## src/rtl/chiaxung_ctrl.sv

```systemverilog
// chiaxung_ctrl: run-time controller for the pulse divider.
// Sequences start/stop/one-shot operation and accepts new divide ratios
// through a valid/ready handshake. While running, a new ratio waits in a
// shadow register and is applied only at a period boundary, so clko and
// tick never glitch.
//
// state | meaning
// IDLE  | stopped; counter parked at 0; config loads directly
// RUN   | counting; tick at end of each period; config goes to shadow
// DONE  | one-shot period finished; waiting for en to drop
module chiaxung_ctrl #(
   parameter int CNT_W       = 27,
   parameter int DEFAULT_DIV = 100000000
) (
   input  logic             clki,
   input  logic             rst,
   input  logic             en,
   input  logic             cfg_valid,
   input  logic [CNT_W-1:0] cfg_div,
   input  logic             cfg_oneshot,
   output logic             cfg_ready,
   output logic             clko,
   output logic             tick,
   output logic             busy,
   output logic [15:0]      tick_cnt
);

   typedef enum logic [1:0] {
      ST_IDLE = 2'd0,
      ST_RUN  = 2'd1,
      ST_DONE = 2'd2
   } state_t;

   localparam logic [CNT_W-1:0] DIV_RST = CNT_W'(DEFAULT_DIV);
   localparam logic [CNT_W-1:0] ONE     = CNT_W'(1);

   state_t           r_state;
   state_t           w_state_nxt;
   logic [CNT_W-1:0] r_cnt;
   logic [CNT_W-1:0] w_cnt_nxt;
   logic [CNT_W-1:0] r_div_q;
   logic [CNT_W-1:0] w_div_nxt;
   logic             r_oneshot_q;
   logic             w_oneshot_nxt;
   logic [CNT_W-1:0] r_shadow_div;
   logic [CNT_W-1:0] w_shadow_div_nxt;
   logic             r_shadow_oneshot;
   logic             w_shadow_oneshot_nxt;
   logic             r_pending;
   logic             w_pending_nxt;
   logic [15:0]      r_tick_cnt;
   logic [15:0]      w_tick_cnt_nxt;

   logic             w_tick;
   logic             w_xfer;
   logic [CNT_W-1:0] w_cfg_div;

   // A ratio of 0 is meaningless, so it is treated as divide-by-1.
   assign w_cfg_div = (cfg_div == '0) ? ONE : cfg_div;
   assign w_xfer    = cfg_valid && !r_pending;
   assign w_tick    = (r_state == ST_RUN) && (r_cnt == (r_div_q - ONE));

   assign cfg_ready = !r_pending;
   assign tick      = w_tick;
   assign busy      = (r_state == ST_RUN);
   assign clko      = (r_state == ST_RUN) && (r_cnt >= (r_div_q >> 1));
   assign tick_cnt  = r_tick_cnt;

   // Next-state, counter and config-path decode.
   always_comb begin
      w_state_nxt          = r_state;
      w_cnt_nxt            = r_cnt;
      w_div_nxt            = r_div_q;
      w_oneshot_nxt        = r_oneshot_q;
      w_shadow_div_nxt     = r_shadow_div;
      w_shadow_oneshot_nxt = r_shadow_oneshot;
      w_pending_nxt        = r_pending;
      w_tick_cnt_nxt       = r_tick_cnt;

      case (r_state)
         ST_IDLE: begin
            w_cnt_nxt = '0;
            if (w_xfer) begin
               w_div_nxt     = w_cfg_div;
               w_oneshot_nxt = cfg_oneshot;
            end
            if (en) begin
               w_state_nxt    = ST_RUN;
               w_tick_cnt_nxt = '0;
            end
         end
         ST_RUN: begin
            if (w_tick) begin
               w_cnt_nxt      = '0;
               w_tick_cnt_nxt = r_tick_cnt + 16'd1;
            end else begin
               w_cnt_nxt = r_cnt + ONE;
            end
            if (w_xfer) begin
               w_shadow_div_nxt     = w_cfg_div;
               w_shadow_oneshot_nxt = cfg_oneshot;
               w_pending_nxt        = 1'b1;
            end
            // The oneshot decision uses the ratio/mode of the period ending now.
            if (!en) begin
               w_state_nxt = ST_IDLE;
               w_cnt_nxt   = '0;
            end else if (w_tick && r_oneshot_q) begin
               w_state_nxt = ST_DONE;
            end
            // Every exit from RUN coincides with a tick or !en, so a pending
            // shadow never survives into IDLE or DONE.
            if (r_pending && (w_tick || !en)) begin
               w_div_nxt     = r_shadow_div;
               w_oneshot_nxt = r_shadow_oneshot;
               w_pending_nxt = 1'b0;
            end
         end
         ST_DONE: begin
            w_cnt_nxt = '0;
            if (w_xfer) begin
               w_div_nxt     = w_cfg_div;
               w_oneshot_nxt = cfg_oneshot;
            end
            if (!en) begin
               w_state_nxt = ST_IDLE;
            end
         end
         default: begin
            w_state_nxt = ST_IDLE;
            w_cnt_nxt   = '0;
         end
      endcase
   end

   // State and datapath registers; reset aborts any period immediately.
   always_ff @(posedge clki or posedge rst) begin
      if (rst) begin
         r_state          <= ST_IDLE;
         r_cnt            <= '0;
         r_div_q          <= DIV_RST;
         r_oneshot_q      <= 1'b0;
         r_shadow_div     <= DIV_RST;
         r_shadow_oneshot <= 1'b0;
         r_pending        <= 1'b0;
         r_tick_cnt       <= '0;
      end else begin
         r_state          <= w_state_nxt;
         r_cnt            <= w_cnt_nxt;
         r_div_q          <= w_div_nxt;
         r_oneshot_q      <= w_oneshot_nxt;
         r_shadow_div     <= w_shadow_div_nxt;
         r_shadow_oneshot <= w_shadow_oneshot_nxt;
         r_pending        <= w_pending_nxt;
         r_tick_cnt       <= w_tick_cnt_nxt;
      end
   end

endmodule
```

## config.mk

```make
export PLATFORM = sky130hd
export DESIGN_NAME = chiaxung_ctrl
export DESIGN_NICKNAME = d
export VERILOG_FILES = /design/src/rtl/chiaxung_ctrl.sv
export SDC_FILE = /design/constraint.sdc
export NUM_CORES = 1
export LEC_CHECK = 0
export CAP_MARGIN = 25
export CORE_UTILIZATION = 64
export DETAILED_ROUTE_END_ITERATION = 16
export GPL_ROUTABILITY_DRIVEN = 0
export PLACE_DENSITY = 0.87
export SETUP_SLACK_MARGIN = 0.5
export SYNTH_ARGS = -nofsm -noshare
export SYNTH_HDL_FRONTEND = slang
export SYNTH_SLANG_ARGS = --single-unit
```

## constraint.sdc

```tcl
create_clock -name clki -period 10.4 [get_ports clki]
set_clock_uncertainty 0.05 [all_clocks]
set_input_delay 2.08 -clock clki [delete_from_list [all_inputs] [get_ports clki]]
set_output_delay 2.08 -clock clki [all_outputs]
set_load 0.1 [all_outputs]
```

* Word level (Yosys, flattened, before mapping)
Cells that the tools add are included.
Word-level totals: bits in registers 102, latch bits 0, memory bits (writable) 0, bits in read-only memories 0, output and inout port bits 20, memories 0
Operators by class: add/subtract/negate cells 3, $mul 0, div/mod/pow operators 0, order comparisons 1, eq/ne operators 9, shift-type cells 0, multiplexer cells 20, bitwise logic cells 0, reduce and logical (&&, ||, !) cells 19
Operators by type and width (count):
- $mux W27 | 6
- $pmux W27 S2 | 1
- $mux W16 | 2
- $pmux W16 S2 | 1
- $add A27 B1 Y27 const B | 1
- $eq A27 B27 Y1 | 1
- $ge A27 B26 Y1 | 1
- $logic_not A27 Y1 | 1
- $sub A27 B1 Y27 const B | 1
- $add A16 B1 Y16 const B | 1
- $reduce_and A3 Y1 | 3
- $mux W2 | 4
- $ne A2 B1 Y1 const B | 3
- $pmux W2 S3 | 1
- $reduce_bool A2 Y1 | 3
- $logic_and A1 B1 Y1 | 5
- $mux W1 | 4
- $ne A2 B2 Y1 const B | 2
- $reduce_and A2 Y1 | 2
- $ne A3 B2 Y1 const B | 1
- $eq A2 B1 Y1 const B | 1
- $eq A2 B2 Y1 const B | 1
- $logic_not A1 Y1 | 2
- $logic_not A2 Y1 | 1
- other kinds (3) | 3

* Longest topological paths before layout
Gate-level depths: netlist of run 1.
depth in word-level cells 7, depth in mapped cells 12, depth with buffers taken out 11

* Worst setup path after synthesis of run 1
No wires, ideal clock.
path type register to output, from register r_state[1], to output port tick, data arrival time 5529 ps, path slack 2741 ps, cell stages (with the launch flop) 8, cell sequence dfrtp_1 -> nor2b_1 -> clkbuf_1 -> o2111ai_1 -> a2111oi_0 -> nand3_1 -> or4_1 -> nor4_1
Between the ends: cells in the longest elaborated chain, start to end 2
Ends and longest elaborated chain:
- from (decl) | RTL line 37 | state_t r_state;
- from (signal assigned) | RTL line 148 | r_state <= w_state_nxt;
- $eq A2 B1 Y1
- via busy | RTL line 24 | output logic busy,
- $logic_and A1 B1 Y1 | RTL line 61 | assign w_tick = (r_state == ST_RUN) && (r_cnt == (r_div_q - ONE));
- to (decl) | RTL line 23 | output logic tick,
The timed path passes the listed nets, and every way through them passes these cells.

* Worst setup path in the final report of run 1
from register r_div_q[0], to output port tick
Between the ends: cells in the longest elaborated chain, start to end 3
Ends and longest elaborated chain:
- from (decl) | RTL line 41 | logic [CNT_W-1:0] r_div_q;
- from (signal assigned) | RTL line 150 | r_div_q <= w_div_nxt;
- $sub A27 B1 Y27 | RTL line 61
- $eq A27 B27 Y1 | RTL line 61
- $logic_and A1 B1 Y1 | RTL line 61
No other way between the ends.

==> results.py, run 1 <==
metrics = {
    "synth": {
        "postSynthCellCount": 694,
        "synthArstFlopShare_pct": 100.0,
        "synth-main-ff-cell": "dfrtp_1",
        "yosysMostFrequentCell": "dfrtp_1",
        "ys_ff_latch": 102,
        "synth.cell_area_um2": 6713,
        "synth_cell_type_count": 70,
        "synth_common_cells": "dfrtp_1 (78), nor2_1 (64), nand2_1 (40)",
        "yosysTopAreaCell": "dfrtp_1",
        "ys_warn_count": 0,
        "netlist_top_cells_area": "dfrtp_1 (29%), dfstp_2 (9.4%), ha_1 (5.4%)",
        "synth_nets": 755,
        "synth-edff-count": 0,
        "synth_seq_area_share_pct": 38.47,
        "syn_area_per_cell_um2": 9.672,
        "synth_top_cell_area_share_pct": 29.08,
    },
    "global_routing": {
        "grt_pass1_vias": 5693,
        "antenna_found_initial": 0,
        "grt_first_pass_wirelength_um": 27610,
        "grt_max_degree": 63,
        "overflow": 0,
        "grt_usage_pct": 31.90,
    },
    "setup_path": {
        "r2r-start": "r_div_q[0]",
        "cpPeakStageDelay_ns": 1.22,
        "endpoint_kind": "primary output",
        "startpoint": "r_div_q[0]",
        "crit_family": "simple AND/OR/NAND/NOR gates",
        "crit_path_max_fanout": 7,
        "crit_top_cell": "nor4_1",
        "arrival_ns": 4.91,
        "cp_num_buf_inv": 2,
        "path_cells": "inv_1, ha_1, nor4b_1, nand4_1, nor4_1, xnor2_1, nand4b_1, or4_1, nor4_1, clkdlybuf4s50_1",
        "cp.required_ns": 8.27,
        "critPathKind": "reg -> out",
        "startpoint_type": "flip-flop",
        "cp_slowest_cell": "clkdlybuf4s50_1",
    },
    "clocking": {
        "clk_path_buf_depth": 2,
        "path_clk_slew_ns": 0.10,
        "insertion_delay_ns": 0.39,
        "numCtsBuffers": 9,
        "cts_setup_buffers": 0,
        "cts_resized": 0,
        "cts_sinks": 102,
        "postCtsHoldBufs": 0,
        "h-tree-depth": 3,
        "cts_tree": "yes",
        "cts_root_buf": "clkbuf_8",
    },
    "sta": {
        "max_slew_margin_pct": 28.07,
        "finalMaxSlewViolations": 0,
        "fin_hold_ws_ns": 0.4716,
        "worst_pin_slew_ns": 1.076,
        "fmax_ghz": 0.1421,
        "rsz0062_at_grt": "false",
        "hold_viol_final": 0,
        "final-setup-viol-count": 0,
        "finalSetupTns_ns": 0,
        "post-route-period-util_pct": 67.65,
        "period_needed_ns": 7.035,
    },
    "floorplan": {
        "fp.coreArea_um2": 10230,
        "start_util_pct": 65.61,
        "ios": 52,
        "die_area_um2": 10900,
        "die_y_um": 104.4,
        "num_rows": 37,
        "die_w_um": 104.4,
    },
    "power": {
        "finalPower_uw": 1525,
        "p_leak_uw": 0.002982,
        "powerDensity_nw_per_um2": 204.9,
        "ir_drop_mv": 0.1818,
    },
    "final_layout": {
        "diodes": 0,
        "finalNonFillerCells": 863,
        "final_nets": 783,
        "final_area_um2": 7442,
        "fillCellCount": 725,
        "final_layout_size_suffix_gt1_share_pct": 13.20,
        "area_growth_pct": 10.87,
    },
    "detailed_routing": {
        "route.detailed.drc": 0,
        "wire_per_inst_um": 19.67,
        "vias": 5773,
        "drtIter0Drc": 602,
        "postRouteAntennaNets": 0,
        "drt-vias-per-instance": 6.689,
        "drtPass1Iterations": 7,
        "routed_wl_um": 16970,
    },
    "status": {
        "status": "complete, no violations",
    },
    "place": {
        "dpl_cell_area_um2": 7237,
        "hpwl_um": 12320,
        "portBuffers": 51,
        "dp.cells": 846,
    },
    "hold_path": {
        "hold_path_class": "reg -> reg",
        "hp-start": "r_shadow_div[17]",
    },
    "run": {
        "maxCapViolations": 0,
    },
}
==> layout make-up <==
cell class                 count  area [um2]  area share (%)
clock buffer                   9       123.9           1.664
tap                          136       170.2           2.286
clock inverter                 7       66.31          0.8911
multi-input combinational    518        3802           51.09
timing repair buffer          56       563.0           7.566
inverter                      35       133.9           1.799
sequential                   102        2582           34.70
==> layer usage <==
metal / GRT usage (%) / up-vias / share of wire [%]
met5: 0 / - / 0
met4: 15.82 / 0 / 3.4
met3: 6.454 / 61 / 7.2
met2: 52.89 / 322 / 49
met1: 39.60 / 2796 / 41
li1: - / 2594 / -
==> report_power, final <==
part	internal (uW)	switching (uW)
Clock	92.6	153
Sequential	531	175
Combinational	280	293
==> cells by family after synthesis <==
logic type	Yosys count	share of synthesized area, %
mux	34	5.592
flops	102	38.47
buf+inv	74	4.884
fa+ha+maj	29	5.405
simple gates	255	20.95
compound gates	133	15.75
xor+xnor	67	8.947
==> per-stage QoR <==
| stage | setup WS (ns) | utilization (%) |
|---|---|---|
| final | 3.365 | 72.74 |
| after global routing | 3.032 | 72.74 |
| after CTS | 3.414 | 72.59 |
| after detailed placement | 3.879 | 70.74 |
| after global placement | 4.071 | 70.59 |
| after floorplan | 2.741 | - |
==> worst register-to-register path, cell delays in order, from the launching register on <==
cell and delay, ns:
dfrtp_1 0.45, inv_1 0.14, ha_1 0.27, nor3b_1 0.59
nand2_1 0.16, nor3_2 0.25, or4b_1 0.48, a21o_1 0.22
a22oi_4 0.23, nand3_2 0.24, a21o_1 0.62, o221a_1 0.41
==> flip-flops by register name (all words and copies together) (netlist names) <==
name / cells
r_cnt: 27
r_div_q: 27
r_pending: 1
r_shadow_div: 27
r_state: 2
tick_cnt: 16
r_oneshot_q: 1
r_shadow_oneshot: 1
==> worst paths after layout <==
path / endpoint / slack, ns / cells after the start
hold reg to reg: r_shadow_div[17] / 0.47 / 1
max in group asynchronous: r_cnt[22] / 7.13 / 3
setup / recovery: tick / 3.36 / 10
setup reg to reg: r_div_q[1] / 6.18 / 11
min in group asynchronous: tick_cnt[11] / 2.01 / 2
hold / removal: r_shadow_div[17] / 0.47 / 1
==> cells in the final DEF (no fill, tap or decap), types with 23 or more instances in the layout <==
master            n
a21oi_1          24
clkdlybuf4s50_1  51
dfrtp_1          78
dfstp_2          24
ha_1             29
inv_1            34
mux2_2           28
nand2_1          40
nand3_1          30
nand4_1          23
nor2_1           64
o22a_1           25
xnor2_1          38
xor2_1           28
(Power assumes the default switching activity.)
==> inputs of run 2 (changes only) <==
--- a/config.mk
+++ b/config.mk
@@ -6,10 +6,10 @@
 export NUM_CORES = 1
 export LEC_CHECK = 0
 export CAP_MARGIN = 25
-export CORE_UTILIZATION = 64
+export CORE_UTILIZATION = 54
 export DETAILED_ROUTE_END_ITERATION = 16
 export GPL_ROUTABILITY_DRIVEN = 0
-export PLACE_DENSITY = 0.87
+export PLACE_DENSITY = 0.79
 export SETUP_SLACK_MARGIN = 0.5
 export SYNTH_ARGS = -nofsm -noshare
 export SYNTH_HDL_FRONTEND = slang
==> constraint.sdc (replaced) <==
create_clock -name clki -period 5.78 [get_ports clki]
set_clock_uncertainty 0.05 [all_clocks]
set_input_delay 1.156 -clock clki [delete_from_list [all_inputs] [get_ports clki]]
set_output_delay 1.156 -clock clki [all_outputs]
set_load 0.1 [all_outputs]
==> run 2 against run 1 <==
  * Die area rose by 18%
  * First-iteration DRC count fell by 24%
  * Register-to-register slack got worse by 4.5 ns
  * Via count fell by 5.0%
  * Hold slack got worse by 0.011 ns
  * Core utilization fell by 9.6 points
  * Cell count rose by 4.1%
  * Critical path type unchanged
==> results.py, run 2 (synthesized netlist as in run 1, its figures left out) <==
metrics = {
    "global_routing": {
        "grt_first_pass_wirelength_um": 27200,
        "grt_pass1_vias": 5380,
        "grt_max_degree": 55,
        "antenna_found_initial": 0,
        "overflow": 0,
        "grt_usage_pct": 27.00,
    },
    "final_layout": {
        "final_nets": 786,
        "final_common_cell": "dfrtp_1",
        "multi_input_area_um2": 3822,
        "final_layout_size_suffix_gt1_share_pct": 14.11,
        "layout_common_cells": "dfrtp_1 (78), nor2_1 (64), clkdlybuf4s50_1 (49)",
        "seqCellArea_um2": 2582,
        "fillCellCount": 989,
        "area_growth_pct": 13.40,
        "diodes": 0,
        "biggestRegsByFlops": "r_cnt: 27 flops, r_div_q: 27 flops, r_shadow_div: 27 flops",
    },
    "sta": {
        "worst_pin_slew_ns": 0.9858,
        "hold_viol_final": 0,
        "finalSetupTns_ns": 0,
        "final-setup-viol-count": 0,
        "rsz0062_at_grt": "false",
        "finalMaxSlewViolations": 0,
        "max_slew_margin_pct": 34.08,
        "fin_hold_ws_ns": 0.4603,
        "period_needed_ns": 4.906,
        "fmax_ghz": 0.2038,
        "post-route-period-util_pct": 84.88,
    },
    "detailed_routing": {
        "route.detailed.drc": 0,
        "drtIter0Drc": 458,
        "wire_per_inst_um": 18.23,
        "postRouteAntennaNets": 0,
        "vias": 5484,
        "drt-vias-per-instance": 6.107,
        "drtPass1Iterations": 5,
        "routed_wl_um": 16370,
    },
    "setup_path": {
        "endpoint_kind": "primary output",
        "cp_num_cells": 10,
        "rrSetupSlack_ns": 1.67,
        "crit_family": "simple AND/OR/NAND/NOR gates",
        "cpPeakStageDelay_ns": 0.61,
        "cp_slowest_cell": "or4_1",
        "cp_num_buf_inv": 2,
        "crit_path_max_fanout": 5,
        "startpoint_type": "flip-flop",
        "arrival_ns": 3.70,
        "critPathKind": "reg -> out",
        "path_cells": "inv_1, ha_1, nor4b_1, nand4_1, nor4_1, xnor2_1, nand4b_1, or4_1, nor4_4, buf_4",
        "cp.required_ns": 4.57,
        "reg2regPathDepth": 9,
    },
    "place": {
        "portBuffers": 51,
        "hpwl_um": 12170,
    },
    "clocking": {
        "cts_tree": "yes",
        "numCtsBuffers": 9,
        "clk_path_buf_depth": 2,
        "cts_root_buf": "clkbuf_16",
        "insertion_delay_ns": 0.36,
        "cts_sinks": 102,
        "h-tree-depth": 3,
        "postCtsHoldBufs": 0,
        "path_clk_slew_ns": 0.07,
    },
    "power": {
        "p_leak_uw": 0.003048,
        "ir_drop_mv": 0.3260,
        "powerDensity_nw_per_um2": 377.9,
    },
    "run": {
        "maxCapViolations": 0,
    },
    "floorplan": {
        "die_area_um2": 12880,
        "start_util_pct": 55.65,
        "num_rows": 40,
        "fp.coreArea_um2": 12060,
        "die_w_um": 113.5,
        "ios": 52,
        "die_y_um": 113.5,
    },
    "hold_path": {
        "holdPathStages": 1,
        "hold_path_class": "reg -> reg",
    },
    "status": {
        "status": "complete, no violations",
    },
}
## run 2: cell count changes in the layout (fill, tap and decap cells not counted), sizes merged
cell,change
buf,+5
clkbuf,+1
clkdlybuf4s50,-2
clkinv,-2
clkinvlp,+2
inv,-1
## run 2: timing repair
item,4_1_cts,5_1_grt
setup buffers,0,2
endpoints found under the setup margin,0,1
resized for setup,0,1
## run 2: metal layers
metal | global-route usage, % | share of wire [%]
met1 | 35.09 | 43
met2 | 43.82 | 48
met3 | 7.120 | 6.1
met4 | 8.947 | 2.5
met5 | 0 | 0
## run 2: where the power goes
group | switching, uW | internal (uW) | leakage (uW)
logic | 515 | 505 | 0.00165
registers | 315 | 957 | 0.00126
clock network | 279 | 306 | 0.000136
total | 1110 | 1770 | 0.00305
## run 2: final timing paths
kind / startpoint / endpoint
setup / recovery: r_div_q[0] / tick
hold / removal: r_shadow_div[17] / r_shadow_div[17]
setup reg to reg: r_div_q[2] / r_div_q[11]
hold reg to reg: r_shadow_div[17] / r_shadow_div[17]
max in group asynchronous: rst / r_cnt[23]
min in group asynchronous: rst / tick_cnt[12]
## run 2: area by class of cell
type / count / area share, %
clock buffers: 10 / 3.139
clock inverters: 6 / 0.5753
inverters: 35 / 1.759
multi-input cells: 518 / 50.21
flip-flops and latches: 102 / 33.93
well taps: 168 / 2.761
repair buffers: 59 / 7.627
## run 2: metrics by stage
step                      setup slack, ns  power (uW)  instances  area, um2  util, %
after floorplan                    0.8049        2023        694       6728        -
after global placement              1.296        2212        878       7279    60.35
after detailed placement            1.090        2274        878       7279    60.35
after CTS                          0.6755        2870        894       7562    62.70
after global routing               0.6750        3056        898       7612    63.11
final                              0.8737        2877        898       7612    63.11
==> inputs of run 3 (changes only) <==
==> constraint.sdc (replaced) <==
create_clock -name clki -period 4.4 [get_ports clki]
set_clock_uncertainty 0.05 [all_clocks]
set_input_delay 0.88 -clock clki [delete_from_list [all_inputs] [get_ports clki]]
set_output_delay 0.88 -clock clki [all_outputs]
set_load 0.1 [all_outputs]
==> run 3 against run 2 <==
  * Sequential cell count stayed put
  * Design area increased by 14%
  * First-iteration DRC count up 61%
  * Sequential power is 34% higher
  * Die area unchanged
  * Combinational power rose by 110%
  * Core utilization is 8.9 points higher
  * Non-clock buffer count is 63 higher
  * Critical path depth grew 2
  * Via count rose by 16%
  * Sequential share of layout area shrank 4.0 points
  * Routed wire length is 32% higher
==> results.py, run 3 (synthesized netlist as in run 1, its figures left out) <==
metrics = {
    "power": {
        "power_frac_comb_pct": 45.9,
        "p_leak_uw": 0.003498,
        "powerDensity_nw_per_um2": 530.5,
        "ir_drop_mv": 0.4574,
        "pwr-share-seq_pct": 36.9,
        "internal-power_uw": 2748,
        "p_clk_share_pct": 17.2,
        "switching_power_uw": 1860,
        "sw_frac_of_total_pct": 40.36,
    },
    "detailed_routing": {
        "wire_per_inst_um": 22.35,
        "postRouteAntennaNets": 0,
        "met3_length_um": 1899,
        "met1Wirelength_um": 8177,
        "drtPass1Iterations": 7,
        "drt-vias-per-instance": 6.594,
        "dr_wl_met2_um": 10310,
        "route.detailed.drc": 0,
        "drtIter0Drc": 736,
        "route.top_layer_used": "met4",
        "routed_wl_um": 21590,
        "vias": 6370,
    },
    "floorplan": {
        "ios": 52,
        "num_rows": 40,
        "die_y_um": 113.5,
        "start_util_pct": 55.65,
        "die_area_um2": 12880,
        "fp.coreArea_um2": 12060,
        "die_w_um": 113.5,
    },
    "status": {
        "status": "complete, no violations",
    },
    "setup_path": {
        "cp_slowest_cell": "or4b_4",
        "critPathKind": "reg -> out",
        "cp.required_ns": 3.47,
        "cp_num_buf_inv": 3,
        "cpPeakStageDelay_ns": 0.48,
        "crit_family": "simple AND/OR/NAND/NOR gates",
        "arrival_ns": 3.26,
        "endpoint_kind": "primary output",
        "path_cells": "inv_4, ha_4, nor3b_4, buf_6, nand2_4, nor3_4, or4b_4, a21o_1, a22oi_4, nand2_2, nor4_4, buf_12",
        "crit_path_max_fanout": 5,
        "startpoint_type": "flip-flop",
    },
    "final_layout": {
        "area_growth_pct": 29.39,
        "diodes": 0,
        "fillCellCount": 803,
        "final_area_um2": 8686,
        "final_common_cell": "dfrtp_1",
        "final_nets": 854,
        "final_layout_size_suffix_gt1_share_pct": 28.70,
        "biggestRegsByFlops": "r_cnt: 27 flops, r_div_q: 27 flops, r_shadow_div: 27 flops",
        "layout_common_cells": "dfrtp_1 (66), nor2_1 (63), buf_4 (53)",
    },
    "sta": {
        "hold_viol_final": 0,
        "finalMaxSlewViolations": 0,
        "final-setup-viol-count": 0,
        "fmax_ghz": 0.2387,
        "post-route-period-util_pct": 95.22,
        "worst_pin_slew_ns": 1.003,
        "max_slew_margin_pct": 32.94,
        "period_needed_ns": 4.190,
        "rsz0062_at_grt": "true",
        "finalSetupTns_ns": 0,
    },
    "clocking": {
        "cts_tree": "yes",
        "h-tree-depth": 3,
        "insertion_delay_ns": 0.37,
        "clk_path_buf_depth": 2,
        "path_clk_slew_ns": 0.08,
        "cts_sinks": 102,
        "numCtsBuffers": 9,
        "cts_root_buf": "clkbuf_16",
    },
    "global_routing": {
        "grt_max_degree": 57,
        "grt_usage_pct": 30.25,
        "antenna_found_initial": 0,
        "grt_pass1_vias": 5938,
        "grt_first_pass_wirelength_um": 30100,
        "overflow": 0,
    },
    "place": {
        "hpwl_um": 12250,
        "dpl_cell_area_um2": 7376,
        "portBuffers": 51,
    },
    "run": {
        "maxCapViolations": 0,
    },
    "hold_path": {
        "hold_path_class": "reg -> reg",
    },
}
==> run 3: timing repair <==
item / 4_1_cts / 5_1_grt
endpoints found under the setup margin: 27 / 73
hold buffers: 0 / 0
gates resized for setup: 46 / 46
setup buffers: 45 / 16
gates cloned: 0 / 8
pin swaps: 19 / 28
==> run 3: path summary, 6_finish.rpt <==
check	from	to	slack (ns)	cells past startpoint
worst max-delay path	r_div_q[0]	tick	0.21	12
worst min-delay path	r_shadow_div[12]	r_shadow_div[12]	0.47	1
worst max register to register	r_div_q[1]	r_div_q[10]	0.32	15
worst min register to register	r_shadow_div[12]	r_shadow_div[12]	0.47	1
max in group asynchronous	rst	r_div_q[14]	2.66	3
min in group asynchronous	rst	r_oneshot_q	0.89	2
==> run 3: power by group through the flow <==
stage	registers [uW]	logic [uW]	clock network, uW
floorplan	1420	1280	0
global placement	1670	1290	0
detailed placement	1690	1350	0
CTS	1650	1780	803
global route	1720	2230	836
finish	1700	2110	794
==> run 3: area by class of cell <==
class	count	area, um2	area share, %
Clock buffer	10	239.0	2.751
Timing Repair Buffer	122	1204	13.86
Clock inverter	6	53.80	0.6194
Tap cell	168	210.2	2.420
Inverter	35	138.9	1.599
Multi-Input combinational cell	523	4239	48.80
Sequential cell	102	2601	29.95
==> run 3: metrics by stage <==
step	hold slack (ns)	std cells	power, uW	setup WS, ns	utilization [%]
floorplan	0.4315	694	2703	0.2875	-
global placement	0.4408	881	2961	0.5228	61.15
detailed placement	0.4469	881	3038	0.4275	61.15
CTS	0.4659	942	4238	0.3885	68.13
global route	0.4868	966	4789	0.09838	72.01
finish	0.4704	966	4608	0.2102	72.01
==> run 3: layer usage <==
layer  vias up  track usage (%)
li1       2756                -
met1      3083            37.29
met2       412            50.08
met3       119            6.482
met4         0            15.53
met5         -                0
